==> config.mk <==
export PLATFORM = sky130hd
export DESIGN_NAME = mux_4to1_serial
export DESIGN_NICKNAME = d
export VERILOG_FILES = /design/src/rtl/phy_pkg.sv /design/src/rtl/mux_4to1_serial.sv
export SDC_FILE = /design/constraint.sdc
export NUM_CORES = 1
export LEC_CHECK = 0
export CORE_AREA = 8 8 66 96
export DETAILED_ROUTE_END_ITERATION = 12
export DIE_AREA = 0 0 74 104
export PLACE_DENSITY = 0.82
export SKIP_LAST_GASP = 1
export SLEW_MARGIN = 20
export SYNTH_ARGS = -nofsm -noshare
export SYNTH_HDL_FRONTEND = slang
export SYNTH_SLANG_ARGS = --single-unit
==> constraint.sdc <==
create_clock -name clk_4f -period 1.5 [get_ports clk_4f]
set_input_delay 0.45 -clock clk_4f [delete_from_list [all_inputs] [get_ports clk_4f]]
set_output_delay 0.45 -clock clk_4f [all_outputs]
set_load 0.01 [all_outputs]
==> src/rtl/phy_pkg.sv <==
// phy_pkg: word format, lock states and slot-to-lane map shared by the phy tx and rx paths
package phy_pkg;
    localparam int WORD_W = 9;
    localparam int VALID_BIT = 8;
    localparam logic [WORD_W-1:0] IDLE_WORD = 9'h000;
    typedef enum logic {UNLOCKED, LOCKED} state_t;
    // two bits per slot, slot 0 in the LSBs: slots 0..3 carry lanes 0,2,1,3
    localparam logic [7:0] LANE_MAP = {2'd3, 2'd1, 2'd2, 2'd0};
endpackage

==> src/rtl/mux_4to1_serial.sv <==
// mux_4to1_serial: 4:1 word serializer with strobe alignment tracking
module mux_4to1_serial #(
    parameter int WIDTH = phy_pkg::WORD_W,
    parameter logic [WIDTH-1:0] IDLE_WORD = phy_pkg::IDLE_WORD
) (
    input  logic             clk_4f,
    input  logic             reset,
    input  logic             sync_in,
    input  logic [WIDTH-1:0] data0,
    input  logic [WIDTH-1:0] data1,
    input  logic [WIDTH-1:0] data2,
    input  logic [WIDTH-1:0] data3,
    output logic [WIDTH-1:0] outSerial,
    output logic [1:0]       out_phase,
    output logic             locked,
    output logic             sync_err
);
    import phy_pkg::*;

    state_t           r_state, w_state;
    logic [WIDTH-1:0] r_hold [4];
    logic [WIDTH-1:0] r_out, w_out;
    logic [1:0]       r_slot, w_slot, r_phase, w_phase, w_lane;
    logic             r_err, w_err, w_run;

    // w_run: mid-frame, still emitting words of the held frame
    always_comb begin
        w_lane  = LANE_MAP[{r_slot, 1'b0} +: 2];
        w_run   = r_state == LOCKED && r_slot != 2'd0;
        w_err   = r_state == LOCKED && (sync_in ? r_slot != 2'd0 : r_slot == 2'd0);
        w_state = (sync_in || w_run) ? LOCKED : UNLOCKED;
        w_slot  = sync_in ? 2'd1 : w_run ? r_slot + 2'd1 : 2'd0;
        w_out   = sync_in ? data0 : w_run ? r_hold[w_lane] : IDLE_WORD;
        w_phase = sync_in ? 2'd0 : w_run ? r_slot : 2'd0;
    end

    always_ff @(posedge clk_4f) begin
        if (reset) begin
            r_state <= UNLOCKED;
            r_slot  <= 2'd0;
            r_out   <= IDLE_WORD;
            r_phase <= 2'd0;
            r_err   <= 1'b0;
            for (int i = 0; i < 4; i++) r_hold[i] <= '0;
        end else begin
            r_state <= w_state;
            r_slot  <= w_slot;
            r_out   <= w_out;
            r_phase <= w_phase;
            r_err   <= w_err;
            if (sync_in) begin
                r_hold[0] <= data0;
                r_hold[1] <= data1;
                r_hold[2] <= data2;
                r_hold[3] <= data3;
            end
        end
    end

    assign outSerial = r_out;
    assign out_phase = r_phase;
    assign locked    = r_state == LOCKED;
    assign sync_err  = r_err;
endmodule

==> flow_metrics.tcl <==
set metrics [dict create \
    worstMarginPinSlew_ns 0.2130 \
    hold_depth 2 \
    synth_edf_count 36 \
    yosysTopAreaCellShare_pct 52.81 \
    initial_core_util_pct 40.90 \
    area_growth_pct 37.71 \
    grt_start_max_net_pins 39 \
    finalPower_mw 2.811 \
    overflow 0 \
    vias 1197 \
    final_nets 231 \
    cellLeakagePower_nw 1.112 \
    wirelength_mm 3.856 \
    die_y_um 104 \
    place.gp.congestion 0.7477 \
    period_share_pct 94.59 \
    cts_buffers 5 \
    critPathMaxFanout 4 \
    period_needed_ns 1.419 \
    cp.buffers_inverters 1 \
    hold_buffers 0 \
    grt_pass1_vias 1389 \
    r2r_cells 4 \
    clk_latency_ns 0.31 \
    rsz0062_at_grt "false" \
    drc 0 \
    ir_worst_vdd_mv 0.7685 \
    worstSetupEndpointType "flip-flop" \
    htreeDepth 2 \
    path_cells "inv_1 > ha_1 > or3b_2 > a21oi_1" \
    critPathSlowestCell "or3b_2" \
    fin_area_um2 2819 \
    synthMuxAreaShare_pct 9.902 \
    syn_avg_cell_area_um2 15.99 \
    powerDensity_nw_per_um2 997.2 \
    status "complete, no violations" \
    synth-simple-area-share_pct 14.67 \
    dr.first_iter.drc_count 67 \
    die_area_um2 7696 \
    drv_slew 0 \
    wl_per_cell_um 14.83 \
    synthArstFlopShare_pct 0 \
    clk_pin_slew_ns 0.10 \
    seq_area_frac_synth_pct 67.48 \
    tns_ns 0 \
    portBuffers 51 \
    syn_area_um2 2047 \
    core_area_um2 5005 \
    synth_nets 168 \
    layout_common_cells "37 x and2_1, 37 x clkdlybuf4s50_1, 36 x edfxtp_1" \
    antennaDiodeCount 0 \
    cts-root-buf "clkbuf_8" \
    synth_area_leader_cell "edfxtp_1" \
    required_ns 1.75 \
    synthTopCellsByArea "edfxtp_1 53%, dfxtp_1 15%, and2_1 11%" \
    antenna_left 0 \
    synth_xor_area_share_pct 0.4279 \
    cp.depth 4 \
    skew_ns 0.01422 \
    grt_use_total_pct 10.92 \
    synth_compound_area_share_pct 4.340 \
    row_count 32 \
    worstSetupPathType "reg -> reg" \
    place_ws_ns -0.3249 \
    yosys.area_share.adder_pct 0.6112 \
    io_pins 52 \
    slew_headroom_pct 85.77 \
    dieWidth_um 74 \
    synth.ff_latch_count 51 \
    crit_path_max_incr_delay_ns 0.45 \
    synthFlopType "edfxtp_1" \
    start_kind "flip-flop" \
    placed_cell_area_um2 2719 \
    antenna_found_initial 0 \
    synth_top_family_by_area "simple AND/OR/NAND/NOR gates" \
    hold_viol 0 \
    grt_first_pass_wirelength_mm 6.396 \
    cts.sink_count 51 \
    drive_gt1_share_pct 17.19 \
    avgViaCountPerCell 4.604 \
    cts_buffer_depth 2 \
    fin_ws_ns 0.08112 \
    synth_cell_types 19 \
    hold_path_class "in -> reg" \
    crit_family "simple AND/OR/NAND/NOR gates" \
    fmax_ghz 0.7048 \
    critPathArrivalTime_ns 1.67 \
    drv_cap 0 \
    hpwl_mm 2.848 \
    setup_violations 0 \
    drt_pre_antenna_iters 2 \
    tritoncts "built" \
    final_core_util_pct 56.33 \
    synthCells 128 \
    yosysWarnings 0 \
]
-- cell families after synthesis --
group | count (synthesis)
compound gates | 11
xor+xnor | 1
flops | 51
buf+inv | 10
simple gates | 45
mux | 9
fa+ha+maj | 1
-- synth_stat cells, types with 2 or more instances --
cell	number
a21oi_1	2
a22o_1	9
and2_1	37
buf_2	3
clkbuf_2	3
dfxtp_1	15
edfxtp_1	36
inv_1	3
mux4_2	9
nor3_1	2
-- final cells by class --
class,instances,area [um^2]
sequential,51,1381
clock buffer,6,93.84
clock inverter,2,16.27
timing repair buffer,63,615.6
multi-input combinational,67,615.6
inverter,3,11.26
tap,68,85.08
fill,410,2186
-- power by group --
group	switching, mW	total [mW]	leakage [nW]	internal (mW)
clock network	0.452	0.887	0.0530	0.435
logic	0.103	0.293	0.549	0.190
registers	0.0250	1.63	0.510	1.61
total	0.580	2.81	1.11	2.23
-- state kept, by name, indices dropped and copies added (netlist names) --
signal	cells
outSerial	9
sync_err	1
out_phase	2
locked	1
r_hold	36
r_slot	2
-- timing repair --
item                                    in CTS  in global routing
hold endpoints to repair                     0                  0
gates resized for setup                     14                  1
endpoints found under the setup margin      16                 12
buffers inserted                             0                  0
pin swaps                                    0                  0
-- layer usage --
metal	global-route usage [%]	wire length [um]	up-vias	part of all wire, %
met5	0	0	-	0
met4	5.172	55	0	1.4
met3	3.958	249	4	6.5
met2	18.06	2070	37	54
met1	11.75	1481	564	38
li1	-	-	592	-
-- worst paths after layout --
path | from | to | slack (ns)
max | r_slot[1]$_SDFF_PP0_ | r_slot[0]$_SDFF_PP0_ | 0.08
min | reset | locked$_SDFF_PP0_ | 0.45
max reg2reg | r_slot[1]$_SDFF_PP0_ | r_slot[0]$_SDFF_PP0_ | 0.08
min reg2reg | r_slot[0]$_SDFF_PP0_ | out_phase[0]$_SDFF_PP0_ | 0.49
-- through the flow --
stage,hold WS (ns),std cells
2_1_floorplan,0.5191,128
3_3_place_gp,0.4694,252
3_5_place_dp,0.4794,252
4_1_cts,0.4943,260
5_1_grt,0.4717,260
6_report,0.4531,260
(Power assumes the default switching activity.)
